### config.mk
export PLATFORM = sky130hd
export DESIGN_NAME = instr_decode
export DESIGN_NICKNAME = d
export VERILOG_FILES = /design/src/rtl/instr_decode.sv
export SDC_FILE = /design/constraint.sdc
export NUM_CORES = 2
export LEC_CHECK = 0
export CAP_MARGIN = 15
export CORE_ASPECT_RATIO = 1.75
export CORE_MARGIN = 3
export CORE_UTILIZATION = 45
export DETAILED_ROUTE_END_ITERATION = 16
export PLACE_DENSITY_LB_ADDON = 0.08
export REMOVE_ABC_BUFFERS = 1
export SETUP_SLACK_MARGIN = 0.4
export SLEW_MARGIN = 15
export SYNTH_ARGS = -nofsm -noshare
export SYNTH_HDL_FRONTEND = slang
export SYNTH_SLANG_ARGS = --single-unit
### constraint.sdc
create_clock -name clk -period 2.4 [get_ports clk]
set_input_delay 0.6 -clock clk [delete_from_list [all_inputs] [get_ports clk]]
set_output_delay 0.6 -clock clk [all_outputs]
set_load 0.02 [all_outputs]
### src/rtl/instr_decode.sv
// rtl/instr_decode.sv - RV32I decode stage: register file, field/immediate/control decode, ID/EX register
// Optional feature macro: ILLEGAL_TRAP_EN (flags unrecognised opcodes and bad OP funct7)
module instr_decode #(
  parameter logic [31:0] RESET_PC = 32'h0000_0000
) (
  input  logic        clk,
  input  logic        rst,
  input  logic [31:0] instr_if_id,
  input  logic [31:0] PC_if_id,
  input  logic        branch_mem_if,
  input  logic        stall_id,
  input  logic        reg_write_wb_id,
  input  logic [4:0]  rd_wb_id,
  input  logic [31:0] rd_data_wb_id,
  output logic        valid_id_ex,
  output logic [31:0] PC_id_ex,
  output logic [31:0] rs1_data_id_ex,
  output logic [31:0] rs2_data_id_ex,
  output logic [31:0] imm_id_ex,
  output logic [4:0]  rs1_id_ex,
  output logic [4:0]  rs2_id_ex,
  output logic [4:0]  rd_id_ex,
  output logic [2:0]  funct3_id_ex,
  output logic [3:0]  alu_op_id_ex,
  output logic        alu_src_id_ex,
  output logic        mem_read_id_ex,
  output logic        mem_write_id_ex,
  output logic        reg_write_id_ex,
  output logic        branch_id_ex,
  output logic        jump_id_ex,
  output logic [1:0]  wb_sel_id_ex,
  output logic        illegal_id_ex
);

  localparam logic [6:0] OPC_OP     = 7'b0110011;
  localparam logic [6:0] OPC_OP_IMM = 7'b0010011;
  localparam logic [6:0] OPC_LOAD   = 7'b0000011;
  localparam logic [6:0] OPC_STORE  = 7'b0100011;
  localparam logic [6:0] OPC_BRANCH = 7'b1100011;
  localparam logic [6:0] OPC_JAL    = 7'b1101111;
  localparam logic [6:0] OPC_JALR   = 7'b1100111;
  localparam logic [6:0] OPC_LUI    = 7'b0110111;
  localparam logic [6:0] OPC_AUIPC  = 7'b0010111;

  localparam logic [3:0] ALU_ADD    = 4'd0;
  localparam logic [3:0] ALU_SUB    = 4'd1;
  localparam logic [3:0] ALU_SLL    = 4'd2;
  localparam logic [3:0] ALU_SLT    = 4'd3;
  localparam logic [3:0] ALU_SLTU   = 4'd4;
  localparam logic [3:0] ALU_XOR    = 4'd5;
  localparam logic [3:0] ALU_SRL    = 4'd6;
  localparam logic [3:0] ALU_SRA    = 4'd7;
  localparam logic [3:0] ALU_OR     = 4'd8;
  localparam logic [3:0] ALU_AND    = 4'd9;
  localparam logic [3:0] ALU_PASS_B = 4'd10;

  localparam logic [1:0] WB_ALU = 2'd0;
  localparam logic [1:0] WB_MEM = 2'd1;
  localparam logic [1:0] WB_PC4 = 2'd2;

  logic [31:0] r_rf [0:31];

  logic [6:0]  w_opcode;
  logic [4:0]  w_rd;
  logic [4:0]  w_rs1;
  logic [4:0]  w_rs2;
  logic [2:0]  w_funct3;
  logic        w_alt;
  logic [31:0] w_rs1_data;
  logic [31:0] w_rs2_data;
  logic [31:0] w_imm_i;
  logic [31:0] w_imm_s;
  logic [31:0] w_imm_b;
  logic [31:0] w_imm_u;
  logic [31:0] w_imm_j;
  logic [3:0]  w_alu_f3;
  logic        w_op_f7_ok;

  logic [31:0] w_imm;
  logic [3:0]  w_alu_op;
  logic        w_alu_src;
  logic        w_mem_read;
  logic        w_mem_write;
  logic        w_reg_write;
  logic        w_branch;
  logic        w_jump;
  logic [1:0]  w_wb_sel;
  logic        w_load;
  logic        w_keep_ctrl;

  logic        r_valid;
  logic [31:0] r_pc;
  logic [31:0] r_rs1_data;
  logic [31:0] r_rs2_data;
  logic [31:0] r_imm;
  logic [4:0]  r_rs1;
  logic [4:0]  r_rs2;
  logic [4:0]  r_rd;
  logic [2:0]  r_funct3;
  logic [3:0]  r_alu_op;
  logic        r_alu_src;
  logic        r_mem_read;
  logic        r_mem_write;
  logic        r_reg_write;
  logic        r_branch;
  logic        r_jump;
  logic [1:0]  r_wb_sel;

  assign w_opcode = instr_if_id[6:0];
  assign w_rd     = instr_if_id[11:7];
  assign w_funct3 = instr_if_id[14:12];
  assign w_rs1    = instr_if_id[19:15];
  assign w_rs2    = instr_if_id[24:20];
  assign w_alt    = instr_if_id[30];

  // Register file: x0 is never written; writes continue through stall and flush.
  always_ff @(posedge clk or negedge rst) begin
    if (!rst) begin
      for (int i = 0; i < 32; i++) begin
        r_rf[i] <= '0;
      end
    end else if (reg_write_wb_id && (rd_wb_id != 5'd0)) begin
      r_rf[rd_wb_id] <= rd_data_wb_id;
    end
  end

  // Read ports with WB bypass so a same-cycle writeback is seen by this decode.
  always_comb begin
    w_rs1_data = r_rf[w_rs1];
    if (w_rs1 == 5'd0) begin
      w_rs1_data = '0;
    end else if (reg_write_wb_id && (rd_wb_id == w_rs1)) begin
      w_rs1_data = rd_data_wb_id;
    end
  end

  always_comb begin
    w_rs2_data = r_rf[w_rs2];
    if (w_rs2 == 5'd0) begin
      w_rs2_data = '0;
    end else if (reg_write_wb_id && (rd_wb_id == w_rs2)) begin
      w_rs2_data = rd_data_wb_id;
    end
  end

  assign w_imm_i = {{20{instr_if_id[31]}}, instr_if_id[31:20]};
  assign w_imm_s = {{20{instr_if_id[31]}}, instr_if_id[31:25], instr_if_id[11:7]};
  assign w_imm_b = {{19{instr_if_id[31]}}, instr_if_id[31], instr_if_id[7],
                    instr_if_id[30:25], instr_if_id[11:8], 1'b0};
  assign w_imm_u = {instr_if_id[31:12], 12'h000};
  assign w_imm_j = {{11{instr_if_id[31]}}, instr_if_id[31], instr_if_id[19:12],
                    instr_if_id[20], instr_if_id[30:21], 1'b0};

  // SUB only exists for register-register ops; SRA/SRAI share the instr[30] select.
  always_comb begin
    case (w_funct3)
      3'b000:  w_alu_f3 = ((w_opcode == OPC_OP) && w_alt) ? ALU_SUB : ALU_ADD;
      3'b001:  w_alu_f3 = ALU_SLL;
      3'b010:  w_alu_f3 = ALU_SLT;
      3'b011:  w_alu_f3 = ALU_SLTU;
      3'b100:  w_alu_f3 = ALU_XOR;
      3'b101:  w_alu_f3 = w_alt ? ALU_SRA : ALU_SRL;
      3'b110:  w_alu_f3 = ALU_OR;
      default: w_alu_f3 = ALU_AND;
    endcase
  end

`ifdef ILLEGAL_TRAP_EN
  logic w_illegal;
  logic r_illegal;

  assign w_op_f7_ok = (instr_if_id[31:25] == 7'h00) ||
                      ((instr_if_id[31:25] == 7'h20) &&
                       ((w_funct3 == 3'b000) || (w_funct3 == 3'b101)));

  always_comb begin
    case (w_opcode)
      OPC_OP:                                  w_illegal = !w_op_f7_ok;
      OPC_OP_IMM, OPC_LOAD, OPC_STORE,
      OPC_BRANCH, OPC_JAL, OPC_JALR,
      OPC_LUI, OPC_AUIPC:                      w_illegal = 1'b0;
      default:                                 w_illegal = 1'b1;
    endcase
  end

  always_ff @(posedge clk or negedge rst) begin
    if (!rst) begin
      r_illegal <= 1'b0;
    end else if (!stall_id || branch_mem_if) begin
      r_illegal <= w_illegal && !branch_mem_if;
    end
  end

  assign illegal_id_ex = r_illegal;
`else
  assign w_op_f7_ok    = 1'b1;
  assign illegal_id_ex = 1'b0;
`endif

  always_comb begin
    w_imm       = '0;
    w_alu_op    = ALU_ADD;
    w_alu_src   = 1'b0;
    w_mem_read  = 1'b0;
    w_mem_write = 1'b0;
    w_reg_write = 1'b0;
    w_branch    = 1'b0;
    w_jump      = 1'b0;
    w_wb_sel    = WB_ALU;
    case (w_opcode)
      OPC_OP: begin
        if (w_op_f7_ok) begin
          w_alu_op    = w_alu_f3;
          w_reg_write = 1'b1;
        end
      end
      OPC_OP_IMM: begin
        w_imm       = w_imm_i;
        w_alu_op    = w_alu_f3;
        w_alu_src   = 1'b1;
        w_reg_write = 1'b1;
      end
      OPC_LOAD: begin
        w_imm       = w_imm_i;
        w_alu_src   = 1'b1;
        w_mem_read  = 1'b1;
        w_reg_write = 1'b1;
        w_wb_sel    = WB_MEM;
      end
      OPC_STORE: begin
        w_imm       = w_imm_s;
        w_alu_src   = 1'b1;
        w_mem_write = 1'b1;
      end
      OPC_BRANCH: begin
        w_imm       = w_imm_b;
        w_alu_op    = ALU_SUB;
        w_branch    = 1'b1;
      end
      OPC_JAL: begin
        w_imm       = w_imm_j;
        w_jump      = 1'b1;
        w_reg_write = 1'b1;
        w_wb_sel    = WB_PC4;
      end
      OPC_JALR: begin
        w_imm       = w_imm_i;
        w_alu_src   = 1'b1;
        w_jump      = 1'b1;
        w_reg_write = 1'b1;
        w_wb_sel    = WB_PC4;
      end
      OPC_LUI: begin
        w_imm       = w_imm_u;
        w_alu_op    = ALU_PASS_B;
        w_alu_src   = 1'b1;
        w_reg_write = 1'b1;
      end
      OPC_AUIPC: begin
        w_imm       = w_imm_u;
        w_alu_src   = 1'b1;
        w_reg_write = 1'b1;
      end
      default: begin
        w_imm = '0;
      end
    endcase
  end

  assign w_load      = !stall_id || branch_mem_if;
  assign w_keep_ctrl = !branch_mem_if;

  // Flush beats stall: a squashed slot still loads, only with its side-effecting controls cleared.
  always_ff @(posedge clk or negedge rst) begin
    if (!rst) begin
      r_valid     <= 1'b0;
      r_pc        <= RESET_PC;
      r_rs1_data  <= '0;
      r_rs2_data  <= '0;
      r_imm       <= '0;
      r_rs1       <= '0;
      r_rs2       <= '0;
      r_rd        <= '0;
      r_funct3    <= '0;
      r_alu_op    <= '0;
      r_alu_src   <= 1'b0;
      r_mem_read  <= 1'b0;
      r_mem_write <= 1'b0;
      r_reg_write <= 1'b0;
      r_branch    <= 1'b0;
      r_jump      <= 1'b0;
      r_wb_sel    <= '0;
    end else if (w_load) begin
      r_valid     <= w_keep_ctrl;
      r_pc        <= PC_if_id;
      r_rs1_data  <= w_rs1_data;
      r_rs2_data  <= w_rs2_data;
      r_imm       <= w_imm;
      r_rs1       <= w_rs1;
      r_rs2       <= w_rs2;
      r_rd        <= (w_reg_write && w_keep_ctrl) ? w_rd : 5'd0;
      r_funct3    <= w_funct3;
      r_alu_op    <= w_alu_op;
      r_alu_src   <= w_alu_src;
      r_mem_read  <= w_mem_read && w_keep_ctrl;
      r_mem_write <= w_mem_write && w_keep_ctrl;
      r_reg_write <= w_reg_write && w_keep_ctrl;
      r_branch    <= w_branch && w_keep_ctrl;
      r_jump      <= w_jump && w_keep_ctrl;
      r_wb_sel    <= w_wb_sel;
    end
  end

  assign valid_id_ex     = r_valid;
  assign PC_id_ex        = r_pc;
  assign rs1_data_id_ex  = r_rs1_data;
  assign rs2_data_id_ex  = r_rs2_data;
  assign imm_id_ex       = r_imm;
  assign rs1_id_ex       = r_rs1;
  assign rs2_id_ex       = r_rs2;
  assign rd_id_ex        = r_rd;
  assign funct3_id_ex    = r_funct3;
  assign alu_op_id_ex    = r_alu_op;
  assign alu_src_id_ex   = r_alu_src;
  assign mem_read_id_ex  = r_mem_read;
  assign mem_write_id_ex = r_mem_write;
  assign reg_write_id_ex = r_reg_write;
  assign branch_id_ex    = r_branch;
  assign jump_id_ex      = r_jump;
  assign wb_sel_id_ex    = r_wb_sel;

endmodule
==> summary.txt <==
final setup vio count -> 0
Hold Vio Cnt, Final -> 0
Initial Util -> 0.453
Core Box Area -> 135,000 um2
Max Transition Viols Final -> 0
max-cap viol count -> 0
critical path's top delay family -> flip-flops
CTS root buf -> clkbuf_16
Reg-to-Reg Start -> r_rf[541]
register area share after synthesis -> 0.486
Synth warnings -> 0
initial DRC count -> 2,590
CP max FO -> 2
startpoint types -> flip-flop
standby leakage power -> 32.7 nW
final worst-path cycle share -> 0.823
die area -> 140,000 um2
Max Fclk -> 0.506 GHz
VDD IR-drop max -> 0.000595 V
CP Capture Type -> primary output
outcome -> complete, no violations
number of synthesized flops with an enable pin -> 0
NumNets Final -> 4,802
most frequent cells in the layout -> dfrtp_1 (1,172), mux2_2 (1,024), mux4_2 (480), buf_4 (364), nand2_1 (233)
CP arrival -> 1380 ps
CP Launch Point -> rs1_data_id_ex[20]
DR vias/cell -> 6.17
Die X -> 284 um
synthesized area per cell -> 14.4 um2
DRC -> 0
crit path buf inv count -> 1
Clock Latency Late Sink -> 740 ps
CP Class -> reg -> out
minimum clock period -> 1980 ps
Synth top area share -> 0.486
overall power -> 58.4 mW
H-tree levels -> 3
clk sink count -> 1,183
GR peak layer -> met2
CTS buffer count -> 115
DRT Pass-1 Iters -> 5
Detail Placement HPWL -> 144,000 um
vias post-DR -> 40.6k
io pins -> 266
Chip Height -> 493 um
main area contributors after synthesis -> dfrtp_1 (49%), mux2_2 (19%), mux4_2 (18%)
asr flop ratio synth -> 1.00
largest area contributor in the netlist -> dfrtp_1
clock-pin slew on the worst setup and hold paths -> 70 ps
Netlist Area Pre-Place -> 61,000 um2
Hold Slack -> 236 ps
area grow syn2layout -> 20.9%
Synth Flop Type -> dfrtp_1
Hold/Removal Path Class -> in -> reg
commonest non-fill, non-tap cell in the layout -> dfrtp_1
register bit total from synthesis -> 1,183
clock skew -> 25.2 ps
global-route wire length before repair -> 305,000 um
Yosys cell types -> 51
GR Layer Usage met3 -> 0.0329
pin count of the biggest net entering global routing -> 90
row count -> 178
post-layout util -> 0.548
synthesized instance count -> 4,244
layout cells sized above 1 -> 0.516
Routed WL per cell -> 31.3 um
critical path's slowest cell -> dfrtp_2
port buffer count -> 264
Placer Congestion -> 0.863
CP peak stage delay -> 460 ps
CTS tree -> done
Total GRT Usage -> 0.296
RSZ-0062 raised after global routing -> true
final wirelength -> 206,000 um
initial antenna violation count -> 2
Clock Path Buffers -> 3
worst-path cell chain -> buf_2
worst hold path startpoint -> instr_if_id[23]
antenna-violating nets left -> 0
met1 Track Usage GR -> 0.353
ratio of total power to cell area -> 792 nW/um2
CP Data Required Time -> 1800 ps
Slew @ Worst Pin -> 1000 ps
GR Util met2 -> 0.532
grt total ovfl -> 0
relative slew slack -> 0.328
vias in the first global route -> 43.5k
repair_timing:
action                                 CTS  global route
setup buffers                            2             4
resized for setup                      673             8
hold buffers                             1             0
endpoints found under the hold margin   20             0
gates cloned                             0             1
pin swaps                                0             4
setup endpoints to repair              189           106
sequential cells by signal, indices dropped and copies added (netlist names), 2 cells and up:
signal          cells
PC_id_ex           32
alu_op_id_ex        4
funct3_id_ex        3
imm_id_ex          32
r_rf             1024
rd_id_ex            5
rs1_data_id_ex     32
rs1_id_ex           5
rs2_data_id_ex     32
rs2_id_ex           5
wb_sel_id_ex        2
cell families (layout without fill, tap and decap cells):
logic type | after synthesis | after routing | synth area share
flip-flops | 1183 | 1183 | 0.486
XOR/XNOR | 10 | 10 | 0.00144
multiplexers | 1653 | 1653 | 0.391
AND/OR/NAND/NOR | 516 | 516 | 0.0389
other | 1 | 2 | 0.0000615
buffers and inverters | 475 | 1022 | 0.0358
AO/OA/AOI/OAI | 406 | 406 | 0.0473
final timing paths:
path / endpoint / slack [ps] / cells after the start
worst min register to register: r_rf[1001] / 390 / 0
worst min-delay path: rs2_id_ex[3] / 240 / 3
worst max-delay path: rs1_data_id_ex[20] / 420 / 1
max in group asynchronous: rs2_data_id_ex[20] / 1100 / 4
min in group asynchronous: PC_id_ex[22] / 340 / 2
worst max register to register: rs2_data_id_ex[29] / 460 / 5
cell usage after synthesis, drive strengths merged (4+ instances only):
| cell type | instances |
|---|---|
| a211o | 18 |
| a211oi | 47 |
| mux2 | 1024 |
| xnor2 | 10 |
| nor2 | 44 |
| mux2i | 149 |
| a221oi | 19 |
| mux4 | 480 |
| nor3 | 5 |
| nand2 | 248 |
| dfrtp | 1183 |
| nand3b | 4 |
| nand2b | 6 |
| nor3b | 6 |
| clkbuf | 255 |
| and3 | 18 |
| o41ai | 16 |
| buf | 213 |
| o21ai | 45 |
| nand3 | 115 |
| nor2b | 54 |
| a22o | 26 |
| inv | 7 |
| a21oi | 75 |
| a22oi | 145 |
power breakdown:
part / internal, mW / switching (mW) / total, mW
Combinational: 7.18 / 4.91 / 12.1
Sequential: 23.5 / 2.81 / 26.3
Clock: 11.7 / 8.29 / 19.9
Total: 42.4 / 16.0 / 58.4
metal layers:
layer / routed length (um) / up-vias
li1: - / 17000
met2: 109000 / 1280
met4: 11200 / 0
met5: 0 / -
met3: 8870 / 455
met1: 77500 / 21900
per-stage QoR:
stage / area, um2 / setup TNS [ps] / instances / setup slack [ps]
6_report: 73700 / 0 / 6592 / 424
5_1_grt: 73700 / 0 / 6592 / 360
4_1_cts: 73600 / 0 / 6586 / 373
3_5_place_dp: 70100 / -226130 / 6371 / -397
3_3_place_gp: 70100 / -223290 / 6371 / -393
2_1_floorplan: 58800 / -1002460 / 3776 / -6890
area by class of cell:
type / count / area, um2
inverter: 7 / 26.3
tap: 1800 / 2250
timing repair buffer: 803 / 8290
clock inverter: 50 / 724
clock buffer: 162 / 3360
multi-input combinational: 2586 / 29500
antenna: 1 / 2.50
fill: 11300 / 60800
sequential: 1183 / 29600
(Power assumes the default switching activity.)
